File: config.mk
export PLATFORM = sky130hd
export DESIGN_NAME = uart_tx_arbiter
export DESIGN_NICKNAME = d
export VERILOG_FILES = /design/src/rtl/uart_tx_arbiter.sv
export SDC_FILE = /design/constraint.sdc
export NUM_CORES = 1
export LEC_CHECK = 0
export BUFFER_PORTS_ARGS = -buffer_cell sky130_fd_sc_hd__buf_4
export CAP_MARGIN = 20
export CORE_MARGIN = 2
export CORE_UTILIZATION = 55
export CTS_CLUSTER_DIAMETER = 200
export DETAILED_ROUTE_END_ITERATION = 16
export GPL_TIMING_DRIVEN = 0
export MAX_ROUTING_LAYER = met4
export PLACE_DENSITY = 0.75
export REMOVE_ABC_BUFFERS = 1
export SLEW_MARGIN = 30
export SYNTH_ARGS = -nofsm -noshare
export SYNTH_HDL_FRONTEND = slang
export SYNTH_SLANG_ARGS = --single-unit
export TNS_END_PERCENT = 50
File: constraint.sdc
create_clock -name clk -period 7.5 [get_ports clk]
set_input_delay 1.125 -clock clk [delete_from_list [all_inputs] [get_ports clk]]
set_output_delay 1.125 -clock clk [all_outputs]
set_load 0.03 [all_outputs]
File: src/rtl/uart_tx_arbiter.sv
// uart_tx_arbiter: round-robin share of one byte UART transmitter among 4 packet requesters
module uart_tx_arbiter #(
  parameter int PKT_GAP = 0
) (
  input  logic        clk,
  input  logic        RESET_N,
  input  logic [3:0]  req,
  input  logic [31:0] req_addr,
  input  logic [15:0] req_len,
  input  logic [31:0] req_data,
  output logic [3:0]  grant,
  output logic [3:0]  rd_ack,
  output logic [3:0]  done,
  output logic        busy,
  output logic [7:0]  tx_data,
  output logic        tx_send,
  input  logic        tx_busy
);
  localparam logic [2:0] S_IDLE  = 3'd0;
  localparam logic [2:0] S_LOAD  = 3'd1;
  localparam logic [2:0] S_ISSUE = 3'd2;
  localparam logic [2:0] S_HOLD  = 3'd3;
  localparam logic [2:0] S_DRAIN = 3'd4;
  localparam logic [2:0] S_GAP   = 3'd5;
  logic [2:0] state_q, state_d;
  logic [1:0] rr_ptr_q, rr_ptr_d, win_q, win_d;
  logic [3:0] grant_q, grant_d, len_q, len_d, idx_q, idx_d;
  logic [7:0] addr_q, addr_d, sum_q, sum_d, tx_data_q, tx_data_d, gap_q, gap_d;
  logic [4:0] k_q, k_d;
  logic [7:0] pbuf_q [16];
  logic [7:0] pbuf_d [16];
  logic [1:0] pick, c;
  logic [7:0] ld_byte, sum_ld, next_byte;
  logic [4:0] k_nx;
  logic       last_k;
  always_comb begin
    pick = rr_ptr_q;
    c = '0;
    for (int j = 4; j >= 1; j--) begin
      c = rr_ptr_q + 2'(j);
      if (req[c]) pick = c;
    end
  end
  assign ld_byte   = req_data[{win_q, 3'b000} +: 8];
  assign sum_ld    = sum_q + ld_byte;
  assign k_nx      = k_q + 5'd1;
  assign last_k    = k_q == {1'b0, len_q} + 5'd3;
  assign next_byte = k_nx == 5'd1 ? addr_q :
                     k_nx == 5'd2 ? {4'b0, len_q} + 8'd1 : pbuf_q[4'(k_nx - 5'd3)];
  always_comb begin
    state_d   = state_q;
    rr_ptr_d  = rr_ptr_q;
    win_d     = win_q;
    grant_d   = grant_q;
    len_d     = len_q;
    idx_d     = idx_q;
    addr_d    = addr_q;
    sum_d     = sum_q;
    tx_data_d = tx_data_q;
    gap_d     = gap_q;
    k_d       = k_q;
    pbuf_d    = pbuf_q;
    case (state_q)
      S_IDLE: if (|req) begin
        win_d   = pick;
        grant_d = 4'b0001 << pick;
        addr_d  = req_addr[{pick, 3'b000} +: 8];
        len_d   = req_len[{pick, 2'b00} +: 4];
        sum_d   = req_addr[{pick, 3'b000} +: 8] + {4'b0, req_len[{pick, 2'b00} +: 4]} + 8'd1;
        idx_d   = '0;
        state_d = S_LOAD;
      end
      S_LOAD: begin
        pbuf_d[idx_q] = ld_byte;
        sum_d = sum_ld;
        idx_d = idx_q + 4'd1;
        // checksum byte is latched as the first frame byte together with the last payload byte
        if (idx_q == len_q) begin
          k_d       = '0;
          tx_data_d = 8'd0 - sum_ld;
          state_d   = S_ISSUE;
        end
      end
      S_ISSUE: state_d = tx_busy ? S_ISSUE : S_HOLD;
      S_HOLD:  state_d = S_DRAIN;
      S_DRAIN: if (!tx_busy) begin
        if (last_k) begin
          rr_ptr_d = win_q;
          grant_d  = '0;
          gap_d    = '0;
          state_d  = (PKT_GAP == 0) ? S_IDLE : S_GAP;
        end else begin
          k_d       = k_nx;
          tx_data_d = next_byte;
          state_d   = S_ISSUE;
        end
      end
      S_GAP: begin
        gap_d   = gap_q + 8'd1;
        state_d = (gap_q == 8'(PKT_GAP - 1)) ? S_IDLE : S_GAP;
      end
      default: state_d = S_IDLE;
    endcase
  end
  always_ff @(posedge clk or negedge RESET_N) begin
    if (!RESET_N) begin
      state_q   <= S_IDLE;
      rr_ptr_q  <= 2'd3;
      win_q     <= '0;
      grant_q   <= '0;
      len_q     <= '0;
      idx_q     <= '0;
      addr_q    <= '0;
      sum_q     <= '0;
      tx_data_q <= '0;
      gap_q     <= '0;
      k_q       <= '0;
      pbuf_q    <= '{default: '0};
    end else begin
      state_q   <= state_d;
      rr_ptr_q  <= rr_ptr_d;
      win_q     <= win_d;
      grant_q   <= grant_d;
      len_q     <= len_d;
      idx_q     <= idx_d;
      addr_q    <= addr_d;
      sum_q     <= sum_d;
      tx_data_q <= tx_data_d;
      gap_q     <= gap_d;
      k_q       <= k_d;
      pbuf_q    <= pbuf_d;
    end
  end
  assign grant   = grant_q;
  assign rd_ack  = state_q == S_LOAD ? grant_q : 4'b0;
  assign done    = (state_q == S_DRAIN && !tx_busy && last_k) ? grant_q : 4'b0;
  assign busy    = state_q != S_IDLE;
  assign tx_send = state_q == S_ISSUE && !tx_busy;
  assign tx_data = tx_data_q;
endmodule

[After elaboration in Yosys (flattened, before gate mapping)]
Index checks and enable logic that the tools add are counted.
Word-level totals
  bits in registers: 184
  latch bits: 0
  bits in writable memories: 0
  bits in read-only memories: 0
  bits of input ports: 87
  output and inout bits: 22
  logic and storage cells: 132
  memories kept: 0
Cells by class
  $add $sub $neg: 13
  multipliers: 0
  divide/modulo/power cells: 0
  $lt $le $gt $ge: 6
  eq/ne operators: 15
  shifts and indexed selects: 4
  muxes and demuxes: 45
  bitwise gates (word level): 3
  reductions and logical operators: 19
Operators with widths (number)
  $bwmux 128: 1
  $mux 8: 11
  $shiftx 32x6->8: 2
  $pmux 8 s2: 3
  $bmux 8 s4: 1
  $demux 8 s4: 1
  $mux 4: 6
  $pmux 3 s6: 1
  $add 8x1->8 const B: 2
  $pmux 4 s2: 2
  $shiftx 16x5->4: 1
  $mux 5: 3
  $mux 3: 4
  $ge 5x5->1 const B: 2
  $ne 2x2->1 const B: 5
  $not 4->5: 2
  $pmux 5 s2: 1
  $lt 2x3->1 const B: 3
  $reduce_and 3->1: 3
  $add 8x4->8: 1
  $add 8x8->8: 1
  $eq 8x8->1 const B: 1
  $mux 2: 4
  $reduce_and 4->1: 2
  other kinds (27): 42

[Logic depth before layout (Yosys ltp)]
  depth in word-level cells: 11
  gate-level depth with buffers: 17

[Worst setup path before layout]
No wires, ideal clock.
  path kind: input port to flip-flop
  start point: input port req_data[24]
  end point: register tx_data_q[3] (netlist: tx_data[3])
  library setup time: 0.121 ns
  arrival: 3.919 ns
  slack: 3.460 ns
  cell stages on the path: 12
  path buffers: 1
  path through: mux4_2 clkbuf_1 ha_1 fa_1 xnor2_1 nand3_1 xnor3_1 o22ai_1 a311o_1 a221oi_2 o41ai_1 a22o_1
Between the ends
  word-level cells in the longest chain between the ends: 5
RTL lines
  start: declaration: RTL line 10  | input logic [31:0] req_data,
  $shiftx 32x6->8: RTL line 44  | assign ld_byte = req_data[{win_q, 3'b000} +: 8];
  net ld_byte[0]: RTL line 33  | logic [7:0] ld_byte, sum_ld, next_byte;
  $add 8x8->8: RTL line 45  | assign sum_ld = sum_q + ld_byte;
  $sub 1x8->8: RTL line 80  | tx_data_d = 8'd0 - sum_ld;
  $mux 8: RTL line 78  | if (idx_q == len_q) begin
  $pmux 8 s2: RTL line 63  | case (state_q)
  end signal: assignment: RTL line 128  | tx_data_q <= tx_data_d;
  end: declaration: RTL line 28  | logic [7:0] addr_q, addr_d, sum_q, sum_d, tx_data_q, tx_data_d, gap_q, gap_d;
The timed path passes the listed nets, and every way through them passes these cells. The select of a mux whose other input is x is not followed.
A chain may end at the register's enable or synchronous reset.

[Worst setup path in the final report]
  start point: register win_q[0]
  end point: register tx_data_q[3] (netlist: tx_data[3])
Between the ends
  word-level cells in the longest chain between the ends: 5
RTL lines
  start: declaration: RTL line 26  | logic [1:0] rr_ptr_q, rr_ptr_d, win_q, win_d;
  start signal: assignment: RTL line 122  | win_q <= win_d;
  $shiftx 32x6->8: RTL line 44
  $add 8x8->8: RTL line 45
  $sub 1x8->8: RTL line 80
  $mux 8: RTL line 78
  $pmux 8 s2: RTL line 63
No other way between the ends. The select of a mux whose other input is x is not followed.

==> run metrics <==
status completed; initial antenna violation count 0; ys flop type dfrtp_1; Static Leak 5.23 nW; Post-synth top cells dfrtp_1 (182), nand2_1 (142), mux2_2 (138); Critical path origin win_q[0]; hold_sp tx_data[5]; Post-CTS Hold Buffers 0; DRC viols 0; total track usage 26.8%; Reg-to-Reg End tx_data[3]; Hold Crit Depth 2; Setup violations, final 0; CP endpoint tx_data[3]; Antenna diodes 0; Req. time, crit path 7830 ps; DRT iter0 DRCs 626; Clock Tree Buf Depth 2; cell area power density 395 nW/um^2; Crit Path Max Fanout 17; crit share post-route 56.2%; Async SR Flop Fraction 100%; Worst-Margin Slew 945 ps; worst-case vdd ir drop 0.210 mV; Netlist cell types 69; Setup CP Type reg2reg; DRT antenna net count 0; Reg clk slew, reported paths 70 ps; routability congestion estimate 0.848; synth warn 0; layout cell share with drive strength beyond 1 32.3%; Worst Skew 13.4 ps; final wirelength 25.2 mm; Clock Latency Late Sink 450 ps; global-route wire length before repair 39.9 mm; cells on worst reg2reg path 11; Starting Density 55.6%; Nets 1132; htree depth 4; Critical Path AT 4540 ps; Die Height 141 um; vias in the first global route 7528; most common cell in the synthesized netlist dfrtp_1; setup bufs post-CTS 0; Synth-to-Final Area Change 16.1%; die area 19800 um^2; CTS sink count 184; Final Util 64.5%; Post-Syn Instances 940; FF-to-FF setup slack 3290 ps; fmax 237 MHz; via/cell ratio 6.02; root buffer cell clkbuf_16; IO Count 109; placed cells 1235; width of the die 141 um; RSZ-0062 raised after global routing no; CTS Buf Count 17; pin count of the biggest net entering global routing 70; Mapped Avg Cell Area 10.9 um^2; number of buffers added on ports 108; post-layout min period 4210 ps; fin. max-slew vios 0; FP Rows 50; EDFF count, synth 0; reg2reg start win_q[0]; Area contributors post-synth dfrtp_1 (44%), mux2_2 (15%), mux4_2 (5.9%), nand2_1 (5.2%), ha_1 (2.8%); Cell Area, Synth 10300 um^2; Vias 7624; grt ovf 0; DP HPWL 17.3 mm; Routed wire per std cell 19.9 um; Finished Layout Cells 1266; CTS tree done; synthesized flop and latch total 184; Synth area leader dfrtp_1; max_cap viols 0; Core Box Area 18500 um^2; post-CTS sizing 0; max_slew headroom 36.7%; Seq/Total Area, Yosys 44.8%; CP Capture Type flop; Setup crit start kind flop; DRT Pass-1 Iters 5; hold violation count in the final report 0; HP Class reg2reg; Yosys top cell area share 44.3%
-- layout by cell type (no fill, tap or decap), drive strengths merged, types with 20 or more instances in the layout --
master	n
o21ai	42
ha	23
mux2	139
nand2	142
nand3	33
buf	118
a21oi	31
mux4	28
nor2	35
dfrtp	182
inv	24
xnor2	20
-- state kept, by name, indices dropped and copies added, names as in the netlist --
signal / count
len_q: 4
addr_q: 8
grant: 4
pbuf_q: 128
tx_data: 8
state_q: 3
idx_q: 4
sum_q: 8
k_q: 5
gap_q: 8
rr_ptr_q: 2
win_q: 2
-- critical path, cell delays in order, from the launching register on --
cell,delay [ps]
dfrtp_1,700
mux4_2,810
ha_1,320
fa_1,400
xnor2_1,330
nand3_1,180
xnor3_1,300
o22ai_1,90
a311o_1,330
a221oi_2,240
o41ai_1,180
a22o_1,220
-- metrics by stage --
step / setup TNS, ps / setup slack (ps) / power, mW / instance area [um^2] / hold WS (ps)
finish: 0 / 3290 / 4.72 / 11900 / 486
global route: 0 / 3090 / 5.03 / 11900 / 505
CTS: 0 / 3290 / 4.71 / 11900 / 492
detailed placement: 0 / 2900 / 3.81 / 11400 / 476
global placement: -39.9 / -39.9 / 3.71 / 11100 / 466
floorplan: 0 / 2320 / 3.13 / 10000 / 446
-- cell families (layout without fill, tap and decap cells) --
logic type / Yosys count / in the layout / share of synthesized area, %
xor gates and xnor gates: 36 / 36 / 3.38
muxes: 186 / 186 / 23.2
AOI/OAI and AO/OA: 139 / 139 / 8.82
and+or+nand+nor: 295 / 295 / 13.3
DFF: 184 / 184 / 44.8
adders and majority gates: 25 / 25 / 3.19
buffers and inverters: 75 / 167 / 3.27
-- how the worst min path moves through the flow --
stage | slack (ps) | end
after floorplan | 450 | addr_q[6]
after global placement | 470 | addr_q[2]
after detailed placement | 480 | tx_data[5]
after CTS | 490 | tx_data[5]
after global routing | 510 | addr_q[2]
final | 490 | tx_data[5]
-- layer usage --
layer	vias to the layer above	GRT usage [%]	wire [um]
met5	-	-	0
met4	0	9.53	766
met3	40	5.57	1420
met2	227	42.6	12000
met1	3804	34.5	11000
li1	3553	-	-
-- layout make-up --
| cell class | count | area (um^2) |
|---|---|---|
| Multi-Input combinational cell | 681 | 5400 |
| Clock inverter | 12 | 131 |
| Timing Repair Buffer | 118 | 992 |
| Sequential cell | 184 | 4610 |
| Inverter | 18 | 67.6 |
| Tap cell | 234 | 293 |
| Fill cell | 1415 | 6580 |
| Clock buffer | 19 | 443 |
-- power breakdown --
group / total [mW] / internal (mW) / leakage [nW] / switching (mW)
Clock: 0.890 / 0.477 / 0.282 / 0.413
Sequential: 1.57 / 1.31 / 2.18 / 0.252
Combinational: 2.26 / 0.982 / 2.77 / 1.28
(Power assumes the default switching activity.)
